`src/rtl/uart_tx_arbiter.sv`:
```
// Round-robin, packet-locked arbiter that shares one UART transmitter among
// NREQ byte-stream requesters. The grant is held until the byte flagged last
// has left the core, or until the granted requester stalls for TIMEOUT cycles.

// Per-requester slice: ready gating and data masking for the and-or mux.
module uart_tx_arb_lane #(
    parameter int DW = 8
) (
    input  logic          grant,
    input  logic          send_en,
    input  logic [DW-1:0] data,
    output logic          ready,
    output logic [DW-1:0] data_sel
);
    assign ready    = grant & send_en;
    assign data_sel = grant ? data : '0;
endmodule

module uart_tx_arbiter #(
    parameter int NREQ    = 4,
    parameter int DW      = 8,
    parameter int TIMEOUT = 1024
) (
    input  logic                 clk,
    input  logic                 rst,
    input  logic [NREQ-1:0]      req_valid,
    input  logic [NREQ*DW-1:0]   req_data,
    input  logic [NREQ-1:0]      req_last,
    output logic [NREQ-1:0]      req_ready,
    output logic [NREQ-1:0]      grant,
    output logic [DW-1:0]        tx_data,
    output logic                 tx_wr,
    input  logic                 tx_busy,
    output logic                 timeout
);
    localparam int IW = (NREQ > 1) ? $clog2(NREQ) : 1;
    localparam int CW = $clog2(TIMEOUT);

    typedef enum logic [1:0] {IDLE, SEND, HOLD} state_t;

    state_t                     state;
    logic [IW-1:0]              ptr;
    logic                       last_q;
    logic                       guard;
    logic [CW-1:0]              stall_cnt;

    logic                       send_en;
    logic [NREQ-1:0][DW-1:0]    lane_data;
    logic [DW-1:0]              sel_data;
    logic                       g_valid;
    logic                       g_last;
    logic                       arb_found;
    logic [IW-1:0]              arb_idx;
    logic [IW-1:0]              cand;

    // Only the granted requester may hand over a byte, and only while the core is free.
    assign send_en = (state == SEND) && !tx_busy;

    genvar gi;
    generate
        for (gi = 0; gi < NREQ; gi++) begin : g_lane
            uart_tx_arb_lane #(.DW(DW)) u_lane (
                .grant    (grant[gi]),
                .send_en  (send_en),
                .data     (req_data[gi*DW +: DW]),
                .ready    (req_ready[gi]),
                .data_sel (lane_data[gi])
            );
        end
    endgenerate

    // One-hot grant makes the OR of masked lanes a plain mux.
    always_comb begin
        sel_data = '0;
        for (int i = 0; i < NREQ; i++) sel_data = sel_data | lane_data[i];
        g_valid = |(req_valid & grant);
        g_last  = |(req_last & grant);
    end

    // Round-robin search starting one past the last granted requester.
    always_comb begin
        arb_found = 1'b0;
        arb_idx   = '0;
        cand      = '0;
        for (int k = 1; k <= NREQ; k++) begin
            cand = IW'((int'(ptr) + k) % NREQ);
            if (!arb_found && req_valid[cand]) begin
                arb_found = 1'b1;
                arb_idx   = cand;
            end
        end
    end

    // Arbitration FSM with registered grant, strobe and timeout pulse.
    always_ff @(posedge clk) begin
        if (!rst) begin
            state     <= IDLE;
            grant     <= '0;
            tx_wr     <= 1'b0;
            tx_data   <= '0;
            timeout   <= 1'b0;
            stall_cnt <= '0;
            ptr       <= IW'(NREQ - 1);
            last_q    <= 1'b0;
            guard     <= 1'b0;
        end else begin
            tx_wr   <= 1'b0;
            timeout <= 1'b0;
            case (state)
                IDLE: begin
                    if (arb_found) begin
                        grant     <= NREQ'(1) << arb_idx;
                        ptr       <= arb_idx;
                        stall_cnt <= '0;
                        state     <= SEND;
                    end
                end
                SEND: begin
                    // A busy core freezes both transfer and stall counting.
                    if (!tx_busy) begin
                        if (g_valid) begin
                            tx_wr     <= 1'b1;
                            tx_data   <= sel_data;
                            last_q    <= g_last;
                            stall_cnt <= '0;
                            guard     <= 1'b1;
                            state     <= HOLD;
                        end else if (stall_cnt >= CW'(TIMEOUT - 1)) begin
                            grant     <= '0;
                            timeout   <= 1'b1;
                            stall_cnt <= '0;
                            state     <= IDLE;
                        end else begin
                            stall_cnt <= stall_cnt + CW'(1);
                        end
                    end
                end
                HOLD: begin
                    // First hold cycle ignores tx_busy: the core may not have raised it yet.
                    if (guard) begin
                        guard <= 1'b0;
                    end else if (!tx_busy) begin
                        if (last_q) begin
                            grant <= '0;
                            state <= IDLE;
                        end else begin
                            state <= SEND;
                        end
                    end
                end
                default: state <= IDLE;
            endcase
        end
    end
endmodule

```
`config.mk`:
```
export PLATFORM = sky130hd
export DESIGN_NAME = uart_tx_arbiter
export DESIGN_NICKNAME = d
export VERILOG_FILES = /design/src/rtl/uart_tx_arbiter.sv
export SDC_FILE = /design/constraint.sdc
export NUM_CORES = 1
export LEC_CHECK = 0
export BUFFER_PORTS_ARGS = -buffer_cell sky130_fd_sc_hd__clkbuf_2
export CAP_MARGIN = 20
export CORE_MARGIN = 5
export CORE_UTILIZATION = 52
export CTS_BUF_LIST = sky130_fd_sc_hd__clkbuf_8
export CTS_CLUSTER_DIAMETER = 50
export DETAILED_ROUTE_END_ITERATION = 10
export GPL_TIMING_DRIVEN = 0
export PLACE_DENSITY = 0.8
export SETUP_SLACK_MARGIN = 0.1
export SLEW_MARGIN = 40
export SYNTH_ARGS = -nofsm -noshare
export SYNTH_HDL_FRONTEND = slang
export SYNTH_SLANG_ARGS = --single-unit
```
`constraint.sdc`:
```
create_clock -name clk -period 2.7 [get_ports clk]
set_clock_uncertainty 0.1 [all_clocks]
set_input_delay 0.27 -clock clk [delete_from_list [all_inputs] [get_ports clk]]
set_output_delay 0.27 -clock clk [all_outputs]
set_load 0.05 [all_outputs]
```
==> impl_metrics.json <==
{
  "finalSetupViolCount": 0,
  "io_buffer_count": 60,
  "antenna_violating_nets_post_route": 0,
  "yosysUniqueCellTypes": 49,
  "worstSetupStartpointType": "flip-flop",
  "multi_input_area_um2": 1100,
  "cp_common_cell": "sky130_fd_sc_hd__inv_1",
  "h-tree-depth": 2,
  "ctsResizeCount": 0,
  "ys_ff_latch": 30,
  "coreArea_um2": 3390,
  "grt_pass1_wl_mm": 7.80,
  "hpwl_mm": 3.61,
  "cts_buffer_depth": 2,
  "report.final.slew_viol_count": 0,
  "number_of_primary_i_o_pins": 61,
  "power_frac_clock_pct": 19.6,
  "p_sw_uw": 770,
  "sinks_on_clock_net": 30,
  "synthesis.area_um2": 1840,
  "yosysWarnings": 0,
  "rsz0062_at_grt": "false",
  "cts_tree": "built",
  "totalPowerFinal_mw": 1.85,
  "clock_insertion_delay_worst_skew_ns": 0.28,
  "antenna_found_initial": 0,
  "synth_simple_gate_area_share_pct": 26.0,
  "critical_path.max_stage_delay_ns": 0.34,
  "switching_share_pct": 41.7,
  "wirelength_mm": 4.61,
  "clkTransAtPathRegs_ns": 0.06,
  "pwr-share-seq_pct": 30.7,
  "drtPass1Iterations": 5,
  "final_period_minus_worst_setup_slack_ns": 2.39,
  "cp_cell_sequence": "inv_1 -> ha_1 -> inv_1 -> nor2_1 -> and2_1 -> buf_4 -> clkbuf_2",
  "postSynthNetCount": 265,
  "post-route-drc-count": 0,
  "total_leakage_power_nw": 1.08,
  "yosysSeqAreaShare_pct": 32.7,
  "drive_gt1_share_pct": 30.9,
  "synth_compound_area_share_pct": 27.7,
  "timing.fmax_ghz": 0.419,
  "post_cts_buffers": 0,
  "initial_core_util_pct": 54.2,
  "vias_per_cell": 5.64,
  "yosys.area_share.adder_pct": 3.41,
  "critical_path.reg2reg.endpoint": "stall_cnt[5]",
  "drt_first_iter_violations": 132,
  "chipHeight_um": 69.4,
  "crit_fanout": 6,
  "tns_ns": 0,
  "pin_count_of_the_biggest_net_entering_global_routing": 11,
  "hold_path.startpoint": "rst",
  "comb_power_share_pct": 49.7,
  "worstReg2RegStart": "state[1]",
  "slew_headroom_pct": 56.2,
  "cts_hold_buffers": 0,
  "die_width_um": 69.4,
  "pwr_density_cell_nw_per_um2": 808,
  "first_global_vias": 1820,
  "synth_cells": 217,
  "place.gp.congestion": 0.847,
  "syn2layout_area_growth_pct": 24.5,
  "worstHoldPathCells": 2,
  "worstHoldPathType": "in -> reg",
  "final-hold-violation-count": 0,
  "crit_arrival_ns": 2.02,
  "avgRoutedWirePerCell_um": 13.9,
  "max_slew.worst_pin.slew_ns": 0.653,
  "number_of_antenna_cells_inserted": 0,
  "worst_ep_required_time_ns": 2.33,
  "design.die.area_um2": 4820,
  "p_int_mw": 1.08,
  "std_cell_rows": 21,
  "setup.worst_path.class": "reg -> out",
  "outcome": "finished, final reports clean",
  "fin_nets": 332,
  "critical_path_cell_with_the_highest_stage_delay": "sky130_fd_sc_hd__dfxtp_1",
  "vdd_ir_drop_max_uv": 460,
  "syn_avg_cell_area_um2": 8.46,
  "worst_setup_path_end_kind": "output pin",
  "ff_latch_area_um2": 601,
  "cap_violations": 0,
  "cts_made_buffers": 5,
  "worstRegToRegCells": 7,
  "detailroute.via_count": 1867,
  "layout_worst_path_cycle_share_pct": 88.3,
  "worstHoldEndpoint": "stall_cnt[7]",
  "grt_util_all_layers_pct": 19.8,
  "synthesized_area_fraction_occupied_by_xor_and_xnor_cells_pct": 0,
  "n_fill_cell": 289,
  "reg2reg_slack_ns": 0.43,
  "cts_root_buffer": "sky130_fd_sc_hd__clkbuf_8",
  "combinational_family_with_the_most_area_after_synthesis": "compound AO/OA/AOI/OAI gates",
  "mux_share_of_post_synthesis_cell_area_pct": 2.72,
  "global_route.overflow_total": 0
}
## synthesized netlist by cell type (all sizes together)
library cell / n / area (um2)
a22o: 2 / 17.5
nor2: 10 / 37.5
a21o: 1 / 7.51
a31o: 2 / 17.5
and2: 7 / 43.8
nand3b: 2 / 15.0
a31oi: 1 / 6.26
buf: 10 / 76.3
a2111oi: 1 / 27.5
nand4: 2 / 12.5
nand3: 17 / 85.1
a21boi: 5 / 37.5
o211a: 9 / 90.1
dfxtp: 30 / 601
or4b: 1 / 10.0
nor4: 3 / 18.8
o21ai: 6 / 30.0
a21oi: 7 / 35.0
or4: 1 / 7.51
nand4b: 1 / 8.76
o221ai: 1 / 8.76
o211ai: 2 / 15.0
a211o: 1 / 8.76
and4: 1 / 8.76
ha: 5 / 62.6
or3: 2 / 17.5
a211oi: 3 / 22.5
nand2b: 3 / 18.8
or2: 2 / 12.5
mux2i: 5 / 50.1
clkbuf: 9 / 33.8
a22oi: 19 / 143
and3: 2 / 12.5
nor3: 4 / 41.3
nor2b: 5 / 31.3
o22a: 1 / 8.76
nor3b: 2 / 15.0
o22ai: 2 / 12.5
nand2: 21 / 81.3
o221a: 1 / 11.3
a32o: 1 / 10.0
inv: 7 / 26.3
## sequential cells by signal, summed over array words and instances, names as in the netlist
signal / cells
tx_wr: 1
last_q: 1
state: 2
timeout: 1
guard: 1
tx_data: 8
ptr: 2
grant: 4
stall_cnt: 10
## power groups by stage
stage	Clock [mW]	Sequential [mW]	Combinational (mW)
final	0.362	0.567	0.918
after global routing	0.395	0.576	1.01
after CTS	0.372	0.568	0.915
after detailed placement	0	0.578	0.911
after global placement	0	0.575	0.903
after floorplan	0	0.605	0.677
## metrics by stage
| stage | cell area (um2) | util (%) | hold slack (ns) | setup WS (ns) | std cells |
|---|---|---|---|---|---|
| final | 2290 | 67.4 | 0.231 | 0.315 | 331 |
| after detailed placement | 2190 | 64.7 | 0.369 | 0.483 | 323 |
| after global routing | 2290 | 67.4 | 0.240 | 0.176 | 331 |
| after global placement | 2190 | 64.7 | 0.356 | 0.498 | 323 |
| after CTS | 2290 | 67.4 | 0.235 | 0.323 | 331 |
| after floorplan | 1840 | - | 0.333 | 0.668 | 217 |
## placed cells by master (no fill, tap or decap), drive strengths merged, types with 2 or more instances in the layout
cell    instances
nor2b           5
nand2          21
nand4           2
o21ai           6
and3            2
a211oi          3
a21boi          5
nor2           10
nand3          17
o22ai           2
nand2b          3
or2             2
dfxtp          30
nor3            4
o211ai          2
buf            10
a22oi          19
nand3b          2
ha              5
a22o            2
clkbuf         75
and2            7
a21oi           7
mux2i           5
o211a           9
a31o            2
nor4            3
inv             8
or3             2
nor3b           2
## critical path: cells and delay by family, from the launching register on
family / cells / cell delay, ns
buffers and inverters: 4 / 0.61
and+or+nand+nor: 2 / 0.47
DFF: 1 / 0.34
adders and majority gates: 1 / 0.31
## routing by layer
layer	up-vias	routed length [um]	track usage [%]
li1	934	-	-
met1	848	2030	23.5
met2	77	2080	32.2
met3	8	413	7.97
met4	0	87	6.72
met5	-	0	0
## area by class of cell
class                           instances  area share [%]
Buffer                                 19            4.82
Clock buffer                            6            3.61
Clock inverter                          2           0.383
Inverter                                7            1.15
Multi-Input combinational cell        161            48.1
Sequential cell                        30            26.3
Tap cell                               46            2.52
Timing Repair Buffer                   60            13.1
## kinds of logic (layout without fill, tap and decap cells)
logic type,count (synthesis),count (layout)
buffers and inverters,26,94
AND/OR/NAND/NOR,86,86
adder cells (fa/ha/maj),5,5
multiplexers,5,5
AO/OA/AOI/OAI,65,65
flip-flops,30,30
## how the worst max path moves through the flow
stage                   from      endpoint  slack, ns  depth (start not counted)
floorplan           state[1]  stall_cnt[8]       0.67                          7
global placement    state[1]  stall_cnt[5]       0.50                          7
detailed placement  state[1]  stall_cnt[5]       0.48                          7
CTS                 state[1]  req_ready[0]       0.32                          7
global route        state[1]  req_ready[1]       0.18                          7
finish              state[1]  req_ready[0]       0.31                          7
Power figures use the tool's default switching activity.
